`src/rtl/pipeline_skid_stage_pkg.sv`:
```
// Shared CPU pipeline definitions: the occupancy encoding used by elastic stages.
package pipeline_skid_stage_pkg;

  typedef enum logic [1:0] {
    ST_EMPTY = 2'd0,
    ST_ONE   = 2'd1,
    ST_TWO   = 2'd2
  } state_t;

endpackage

```
`src/rtl/pipeline_skid_stage.sv`:
```
// Elastic pipeline stage with a 2-entry skid buffer. o_Ready and o_Valid come
// only from the state register, so i_Ready never reaches o_Ready combinationally.
module pipeline_skid_stage
  import pipeline_skid_stage_pkg::*;
#(
  parameter int              SIZE    = 8,
  parameter logic [SIZE-1:0] INITIAL = '0
) (
  input  logic            i_Clk,
  input  logic            i_nRst,
  input  logic            i_Flush,
  input  logic            i_Valid,
  output logic            o_Ready,
  input  logic [SIZE-1:0] i_Data,
  output logic            o_Valid,
  input  logic            i_Ready,
  output logic [SIZE-1:0] o_Data,
  output logic [1:0]      o_Count
);

  state_t          state_reg, state_next;
  logic [SIZE-1:0] main_reg, skid_reg;
  logic            in_fire, out_fire;
  logic            load_main_in, load_main_skid, load_skid;

  assign o_Valid  = (state_reg != ST_EMPTY);
  assign o_Ready  = (state_reg != ST_TWO);
  assign o_Count  = state_reg;
  assign o_Data   = main_reg;
  assign in_fire  = i_Valid & o_Ready;
  assign out_fire = o_Valid & i_Ready;

  always_comb begin
    state_next     = state_reg;
    load_main_in   = 1'b0;
    load_main_skid = 1'b0;
    load_skid      = 1'b0;
    case (state_reg)
      ST_EMPTY: begin
        if (in_fire) begin
          state_next   = ST_ONE;
          load_main_in = 1'b1;
        end
      end
      ST_ONE: begin
        if (in_fire && out_fire) begin
          load_main_in = 1'b1;
        end else if (in_fire) begin
          state_next = ST_TWO;
          load_skid  = 1'b1;
        end else if (out_fire) begin
          state_next = ST_EMPTY;
        end
      end
      ST_TWO: begin
        // The skid entry is older than anything upstream, so it moves up first.
        if (out_fire) begin
          state_next     = ST_ONE;
          load_main_skid = 1'b1;
        end
      end
      default: state_next = ST_EMPTY;
    endcase
  end

  always_ff @(posedge i_Clk or negedge i_nRst) begin
    if (!i_nRst) begin
      state_reg <= ST_EMPTY;
    end else if (i_Flush) begin
      state_reg <= ST_EMPTY;
    end else begin
      state_reg <= state_next;
    end
  end

  always_ff @(posedge i_Clk or negedge i_nRst) begin
    if (!i_nRst) begin
      main_reg <= INITIAL;
    end else if (i_Flush) begin
      main_reg <= INITIAL;
    end else if (load_main_in) begin
      main_reg <= i_Data;
    end else if (load_main_skid) begin
      main_reg <= skid_reg;
    end
  end

  always_ff @(posedge i_Clk or negedge i_nRst) begin
    if (!i_nRst) begin
      skid_reg <= INITIAL;
    end else if (i_Flush) begin
      skid_reg <= INITIAL;
    end else if (load_skid) begin
      skid_reg <= i_Data;
    end
  end

`ifndef SYNTHESIS
  count_range: assert property (@(posedge i_Clk) disable iff (!i_nRst)
    o_Count != 2'd3);
  count_ready: assert property (@(posedge i_Clk) disable iff (!i_Nrst_unused_guard())
    (o_Count == 2'd2) == !o_Ready);
  stall_stable: assert property (@(posedge i_Clk) disable iff (!i_nRst)
    (o_Valid && !i_Ready && !i_Flush) |=> (o_Valid && $stable(o_Data)));

  function automatic logic i_Nrst_unused_guard();
    return i_nRst;
  endfunction
`endif

endmodule

```
`config.mk`:
```
export PLATFORM = sky130hd
export DESIGN_NAME = pipeline_skid_stage
export DESIGN_NICKNAME = d
export VERILOG_FILES = /design/src/rtl/pipeline_skid_stage_pkg.sv /design/src/rtl/pipeline_skid_stage.sv
export SDC_FILE = /design/constraint.sdc
export NUM_CORES = 1
export LEC_CHECK = 0
export BUFFER_PORTS_ARGS = -buffer_cell sky130_fd_sc_hd__buf_4
export CAP_MARGIN = 40
export CELL_PAD_IN_SITES_DETAIL_PLACEMENT = 1
export CELL_PAD_IN_SITES_GLOBAL_PLACEMENT = 1
export CORE_UTILIZATION = 25
export DETAILED_ROUTE_END_ITERATION = 6
export GPL_TIMING_DRIVEN = 0
export MAX_ROUTING_LAYER = met4
export PLACE_DENSITY = 0.63
export REMOVE_ABC_BUFFERS = 1
export SLEW_MARGIN = 20
export SYNTH_ARGS = -nofsm -noshare
export SYNTH_HDL_FRONTEND = slang
export SYNTH_SLANG_ARGS = --single-unit
```
`constraint.sdc`:
```
create_clock -name i_Clk -period 1.4 [get_ports i_Clk]
set_clock_uncertainty 0.05 [all_clocks]
set_input_delay 0.07 -clock i_Clk [delete_from_list [all_inputs] [get_ports i_Clk]]
set_output_delay 0.07 -clock i_Clk [all_outputs]
set_load 0.01 [all_outputs]
```
# [Word level (Yosys, flattened, before mapping)]
# Cells that the tools add are included.
[totals] input_bits=13 wordCells=37 ff_bits=18
[op_classes] eq_ne=7 bitwise_logic=2 mux=19 reduce_logical=6
[op_table] operator="$mux 8" n=5
[op_table] operator="$mux 2" n=6
[op_table] operator="$ne 3x3->1 const B" n=3
[op_table] operator="$mux 1" n=6
[op_table] operator="$pmux 2 s3" n=1
[op_table] operator="$ne 4x4->1 const B" n=1
[op_table] operator="$reduce_and 4->1" n=1
[op_table] operator="$reduce_bool 2->1" n=2
[op_table] operator="$reduce_bool 3->1" n=1
[op_table] operator="$and 1x1->1" n=2
[op_table] operator="$eq 2x1->1 const B" n=1
[op_table] operator="$eq 2x2->1 const B" n=1
[op_table] operator="$logic_not 2->1" n=1
[op_table] operator="$ne 2x2->1 const B" n=1
[op_table] operator="$pmux 1 s2" n=1
[op_table] operator="$logic_and 1x1->1" n=1

# [Depth between registers and ports, before layout]
# Gate-level depths: netlist (run 1).
[depth] word_depth=7 mapped_depth=5 mapped_depth_nobuf=4

# [Least setup slack after synthesis (run 1)]
# Ideal clock, no wire load.
[synth_path] path_kind="register -> register" start="reg state_reg[1] (netlist: o_Count[1])" end="reg main_reg[5] (netlist: o_Data[5])" stages_incl_launch_ff=5 slack_ns=-0.039 required_ns=1.222 arrival_ns=1.261 path_buffers=0 cell_sequence="dfrtp_1 > nor2b_2 > o21ai_4 > nand3_4 > mux2_1"
[synth_between] elab_chain_len=7 word_cells_on_any_way=16
[synth_rtl] element="start: declaration" line="pipeline_skid_stage.sv:21" text="state_t state_reg, state_next;"
[synth_rtl] element="start signal: assignment" line="pipeline_skid_stage.sv:72" text="state_reg <= state_next;"
[synth_rtl] element="$ne 2x2->1 / $reduce_bool 2->1 (equally long branches)" line="pipeline_skid_stage.sv:27, pipeline_skid_stage.sv:26"
[synth_rtl] element="$and 1x1->1, on equally long branches" line="pipeline_skid_stage.sv:30, pipeline_skid_stage.sv:31"
[synth_rtl] element="$logic_and 1x1->1" line="pipeline_skid_stage.sv:46" text="if (in_fire && out_fire) begin"
[synth_rtl] element="$mux 1" line="pipeline_skid_stage.sv:46"
[synth_rtl] element="$pmux 1 s2" line="pipeline_skid_stage.sv:38" text="case (state_reg)"
[synth_rtl] element="$mux 8" line="pipeline_skid_stage.sv:81" text="end else if (load_main_in) begin"
[synth_rtl] element="$mux 8" line="pipeline_skid_stage.sv:79" text="end else if (i_Flush) begin"
[synth_rtl] element="end signal: assignment" line="pipeline_skid_stage.sv:82" text="main_reg <= i_Data;"
[synth_rtl] element="end signal: assignment" line="pipeline_skid_stage.sv:84" text="main_reg <= skid_reg;"
[synth_rtl] element="end: declaration" line="pipeline_skid_stage.sv:22" text="logic [SIZE-1:0] main_reg, skid_reg;"
# Several ways; a longest one is shown, not always the timed one.
# A chain may end at the register's enable or synchronous reset.

# [Worst setup path in the final report (run 1)]
[layout_path] start="reg state_reg[1] (netlist: o_Count[1])" end="reg main_reg[4] (netlist: o_Data[4])"
# Same word-level chain as after synthesis.

==> summary.md, run 1 <==
| Metric | Value |
|---|---|
| Post-route worst setup slack | `-59.7 ps` |
| Clock insertion delay at the later pin of the skew report | `300 ps` |
| Post-synthesis simple-gate area fraction | `15.2%` |
| RSZ-0062 raised after global routing | `yes` |
| Final setup fails | `9` |
| Mean Syn Cell Area | `11.4 um^2` |
| # DRC | `0` |
| Slew Limit Fails | `0` |
| Worst-case reg-to-reg path depth | `4` |
| Via density | `4.75` |
| WP data arrival | `1590 ps` |
| Final net count | `134` |
| Final Util | `39.7%` |
| YS warnings | `0` |
| #FFs+latches synth | `18` |
| Worst stage delay on the critical path | `460 ps` |
| Post-DP Area | `1120 um^2` |
| Vias | `788` |
| CP required | `1530 ps` |
| Max-Cap Viols | `0` |
| Worst setup EP type | `flop` |
| Reg2reg start | `o_Count[1]` |
| Worst path top cell family by delay | `simple AND/OR/NAND/NOR gates` |
| Main synth FF type | `dfrtp_1` |
| Leakage | `0.629 nW` |
| Status | `finished with violations` |
| Commonest non-fill, non-tap cell in the layout | `buf_4` |
| Slowest cell on the critical path | `dfrtp_2` |
| ANT nets after route | `0` |
| WL/cell | `15.2 um` |
| Post-synth EDFFs | `0` |
| Tmin final | `1460 ps` |
| Initial antenna violation count | `0` |
| Fin area | `1350 um^2` |
| Relative slew margins | `78.5%` |
| Core area | `3390 um^2` |
| Die area | `3860 um^2` |
| Adder-Cell Fraction of Synth Area | `0%` |
| Die height | `62.1 um` |
| Max Root-Sink Buffers | `2` |
| Netlist cell types | `23` |
| Worst IR Drop VDD | `0.327 mV` |
| First-pass GRT wire length | `4250 um` |
| R2r setup slk | `-60 ps` |
| Period utilization | `104%` |
| CTS tree | `done` |
| First drt pass iteration count | `4` |
| Input/output buffers | `24` |
| Fillcell total | `370` |
| Mux contribution to synthesized area | `9.83%` |
| Mapped Cells | `79` |
| Clock root buffer | `clkbuf_4` |
| Starting density of the core | `26.7%` |
| Total power draw | `1.15 mW` |
| Worst Path Buf+Inv | `0` |
| Final Hold Vio Count | `0` |
| Clock-pin transition on the worst setup and hold timing paths | `110 ps` |
| First DRT Iteration DRCs | `29` |
| Worst setup path endpoint | `o_Data[4]` |
| Layout area overhead | `49.0%` |
| Most frequent cells in the layout | `28 x buf_4, 16 x dfrtp_1, 11 x dlygate4sd3_1` |
| Die Width | `62.1 um` |
| Largest family of logic cells by synthesized area | `compound AO/OA/AOI/OAI gates` |
| Mapped cell area | `903 um^2` |
| Post-Route WL | `2530 um` |
| Share of layout cells above drive strength 1 | `43.3%` |
| Pwr dens | `855 nW/um^2` |
| Final GP Congestion | `0.767` |
| Reg2reg end | `o_Data[4]` |
| Critical Path Start | `o_Count[1]` |
| CP Class | `flop to flop` |
| Worst Tran Pin Value | `321 ps` |
| CTS Buf Count | `3` |
| H-Tree Depth | `1` |
| Vias in the first global route | `862` |
| Compound-gate portion of the synthesized area | `22.0%` |
| Register area share after synthesis | `49.9%` |
| Hold Crit Class | `input port to flop` |
| I/O pin total | `25` |
| Congestion Overflow GR | `0` |
| Startpoint types | `flop` |
| Failing checks | `negative setup slack` |
| CP Cell Sequence | `nor2b_4 > nand2b_1 > nand3_4 > mux2_2` |
| Setup tns final | `-360 ps` |
| CTS sink count | `18` |
| Detailed placer's ending HPWL | `1620 um` |
| Diode count | `0` |
| Setup WS pre-CTS | `-466 ps` |
| Post-Synth XOR/XNOR Area | `0%` |
| GRT Total Usage | `14.6%` |
| Largest net degree at the start of global routing | `19` |
| CP max FO | `7` |
| Worst path depth | `4` |
| Rows | `21` |
| Fmax | `685 MHz` |
| FFs w/ async S/R, synth | `100%` |
==> power by group <==
group / internal [mW] / switching (mW) / total [mW]
combinational: 0.136 / 0.124 / 0.260
sequential: 0.545 / 0.0195 / 0.564
clock: 0.158 / 0.168 / 0.327
==> cells by family (layout without fill, tap and decap cells) <==
family	after synthesis	after routing
buf+inv	5	46
compound gates	29	29
simple gates	19	19
flops	18	18
mux	8	8
==> worst min path at each step <==
| stage | startpoint | to | slack (ps) | depth (start not counted) |
|---|---|---|---|---|
| after floorplan | i_nRst | o_Count[0] | -280 | 0 |
| after global placement | i_nRst | o_Count[1] | -90 | 1 |
| after detailed placement | i_nRst | skid_reg[2] | -90 | 1 |
| after CTS | i_Flush | o_Count[0] | 8 | 2 |
| after global routing | i_Valid | o_Count[0] | 80 | 4 |
| final | i_Valid | o_Count[0] | 70 | 4 |
==> area by class of cell <==
| type | instances | area, um^2 | area share [%] |
|---|---|---|---|
| multi-input combinational | 56 | 460 | 34.2 |
| timing repair buffer | 40 | 332 | 24.6 |
| clock buffer | 4 | 36.3 | 2.70 |
| inverter | 2 | 7.51 | 0.558 |
| tap | 46 | 57.6 | 4.28 |
| sequential | 18 | 453 | 33.6 |
==> timing repair <==
action,4_1_cts,5_1_grt
setup endpoints to repair,16,18
endpoints found under the hold margin,27,1
setup buffers,4,1
hold buffers,10,1
pin swaps,2,0
resized for setup,9,2
==> stage by stage <==
step | cells | hold slack (ps)
3_5_place_dp | 146 | -93.1
5_1_grt | 166 | 82.9
3_3_place_gp | 146 | -91.8
4_1_cts | 164 | 7.61
2_1_floorplan | 76 | -276
6_report | 166 | 70.5
==> tightest hold or removal path, stage by stage <==
cell,delay [ps]
buf_4,110
mux2i_1,70
nand2b_1,80
a21oi_1,60
==> per-layer routing <==
layer	up-vias	global-route usage, %	wire length (um)
li1	380	-	-
met1	389	18.3	1190
met2	13	23.1	1210
met3	6	1.84	49
met4	0	7.27	68
met5	-	-	0
==> Yosys cell counts (2+ instances only) <==
cell      instances  area share [%]
a21oi_1           9             5.0
a22o_1            8             7.8
dfrtp_1          18              50
inv_1             2            0.83
mux2_1            2             2.5
mux2_2            5             6.2
nand2b_1          4             2.8
nand3_1           8             4.4
nor2b_2           2             1.9
o21ai_0           8             4.4
No activity file was read; power rests on OpenSTA's default activity.
==> run 2: changes to the inputs <==
RECOVER_POWER = 100   (was unset)
==> run 2 against run 1 <==
The flow still finishes with violations (negative setup slack). Core utilization is 1.0 points lower. Sequential power about the same. Critical path depth unchanged. Setup slack hardly changed. Design area decreased by 2.5%. Critical path type unchanged. Highest routed layer unchanged.
==> summary.md, run 2 (synthesis gave the netlist of run 1 again) <==
| Metric | Value |
|---|---|
| Status | `finished with violations` |
| Failing checks | `negative setup slack` |
| Post-route worst setup slack | `-59.5 ps (+0.200 ps)` |
| Layout area overhead | `45.3%` |
| Startpoint types | `flop` |
| CP Cell Sequence | `nor2b_4 > nand2b_1 > nand3_4 > mux2_2` |
| ANT nets after route | `0 (unchanged)` |
| Share of layout cells above drive strength 1 | `35.8% (-7.5 points)` |
| Final setup fails | `9 (unchanged)` |
| WP data arrival | `1590 ps (about the same)` |
| Slowest cell on the critical path | `dfrtp_2` |
| # DRC | `0 (unchanged)` |
| Final Util | `38.7% (-1.0 points)` |
| CTS Buf Count | `3 (unchanged)` |
| GRT Total Usage | `14.6% (unchanged)` |
| CP max FO | `7 (unchanged)` |
| R2r setup slk | `-60 ps (about the same)` |
| Max-Cap Viols | `0 (unchanged)` |
| WL/cell | `15.2 um (-0.24%)` |
| RSZ-0062 raised after global routing | `yes` |
| Worst setup EP type | `flop` |
| Worst Hold End | `o_Count[0]` |
| Final Hold Vio Count | `0 (unchanged)` |
| Inst Count DP | `146 (unchanged)` |
| Final GP Congestion | `0.767 (unchanged)` |
| Worst path top cell family by delay | `simple AND/OR/NAND/NOR gates` |
| Reg2reg end | `o_Data[4]` |
| Leakage | `0.592 nW (-5.8%)` |
| Fmax | `685 MHz (about the same)` |
| Clock root buffer | `clkbuf_4` |
| Post-Route WL | `2520 um (-0.24%)` |
| Period utilization | `104% (about the same)` |
| Reg2reg start | `o_Count[1]` |
| First drt pass iteration count | `4 (unchanged)` |
| Setup tns final | `-362 ps (-1.94 ps)` |
| I/O pin total | `25 (unchanged)` |
| Input/output buffers | `24 (unchanged)` |
| Vias in the first global route | `862 (unchanged)` |
| Fin area | `1310 um^2 (-2.5%)` |
| Largest net degree at the start of global routing | `19 (unchanged)` |
| Congestion Overflow GR | `0 (unchanged)` |
| Most frequent cells in the layout | `19 x buf_4, 16 x dfrtp_1, 11 x dlygate4sd3_1` |
| Detailed placer's ending HPWL | `1620 um (unchanged)` |
| CP Class | `flop to flop` |
| Initial antenna violation count | `0 (unchanged)` |
| Post-DP Area | `1120 um^2 (unchanged)` |
| Via density | `4.75 (unchanged)` |
| Slew Limit Fails | `0 (unchanged)` |
| Layout Cells excl Fill | `166 (unchanged)` |
| Max Root-Sink Buffers | `2 (unchanged)` |
| Fillcell total | `378 (+2.2%)` |
| Tmin final | `1460 ps (-0.200 ps)` |
| CP required | `1530 ps (about the same)` |
| Starting density of the core | `26.7% (unchanged)` |
| Relative slew margins | `31.6% (-47 points)` |
| CTS tree | `done` |
| HP Start | `i_Valid` |
| Worst-case reg-to-reg path depth | `4 (unchanged)` |
| Rows | `21 (unchanged)` |
| Final net count | `134 (unchanged)` |
| Hold Crit Class | `input port to flop` |
| Hold path cells | `4 (unchanged)` |
| Vias | `788 (unchanged)` |
| Die Width | `62.1 um (unchanged)` |
| Commonest non-fill, non-tap cell in the layout | `buf_4` |
| Pwr dens | `866 nW/um^2 (+1.3%)` |
| Diode count | `0 (unchanged)` |
| CTS sink count | `18 (unchanged)` |
| First DRT Iteration DRCs | `34 (+17%)` |
| First-pass GRT wire length | `4250 um (unchanged)` |
| Worst stage delay on the critical path | `460 ps (about the same)` |
| Worst Path Buf+Inv | `0 (unchanged)` |
| H-Tree Depth | `1 (unchanged)` |
| Worst IR Drop VDD | `0.326 mV (about the same)` |
| Die area | `3860 um^2 (unchanged)` |
| Die height | `62.1 um (unchanged)` |
| Clock insertion delay at the later pin of the skew report | `300 ps (about the same)` |
| Clock-pin transition on the worst setup and hold timing paths | `110 ps (about the same)` |
| Core area | `3390 um^2 (unchanged)` |
| Worst Tran Pin Value | `1030 ps (+705 ps)` |
## run 2: cell types whose count changed in the layout (fill, tap and decap cells not counted), sizes merged
| cell | delta |
|---|---|
| buf | -9 |
| clkbuf | +9 |
## run 2: where the power goes
group / internal, mW / switching, mW / leakage, nW
registers: 0.545 / 0.0190 / 0.243
clock network: 0.158 / 0.168 / 0.0210
logic: 0.123 / 0.124 / 0.329
## run 2: layer usage
metal	track usage [%]	share of wire, %	vias to the layer above
met2	23.1	48	13
met1	18.3	47	388
met4	7.27	2.7	0
li1	-	-	381
met5	-	0	-
met3	1.84	1.9	6
## run 2: stage by stage
step	setup slack (ps)	power, mW	hold slack, ps
2_1_floorplan	-255	0.670	-276
3_5_place_dp	-466	0.778	-93.1
6_report	-59.5	1.14	70.5
3_3_place_gp	-416	0.775	-91.8
4_1_cts	-70.7	1.15	7.61
5_1_grt	-114	1.20	82.9
## run 2: worst max-delay path by stage
stage,startpoint,end,cells after the start
final,o_Count[1],o_Data[4],4
after global routing,o_Count[1],o_Data[7],6
after CTS,o_Count[1],o_Data[2],4
after detailed placement,o_Count[1],o_Data[2],4
after global placement,o_Count[1],o_Data[4],4
after floorplan,o_Count[1],o_Data[0],4
## run 2: area by class of cell
type / instances / area, um^2 / share of cell area [%]
multi-input combinational: 56 / 460 / 35.1
tap: 46 / 57.6 / 4.39
sequential: 18 / 453 / 34.5
inverter: 2 / 7.51 / 0.572
clock buffer: 4 / 36.3 / 2.76
timing repair buffer: 40 / 298 / 22.7
## run 2: worst min-delay path: cells and delay by family
family                 cells  cell delay (ps)
AOI/OAI and AO/OA          1               60
and+or+nand+nor            1               80
muxes                      1               70
buffers and inverters      1              110
## run 2: repair_timing
item	4_1_cts	5_1_grt
buffers inserted	4	1
hold buffers	10	1
endpoints found under the setup margin	16	18
hold endpoints to repair	27	1
resized for setup	9	2
pin swaps	2	0
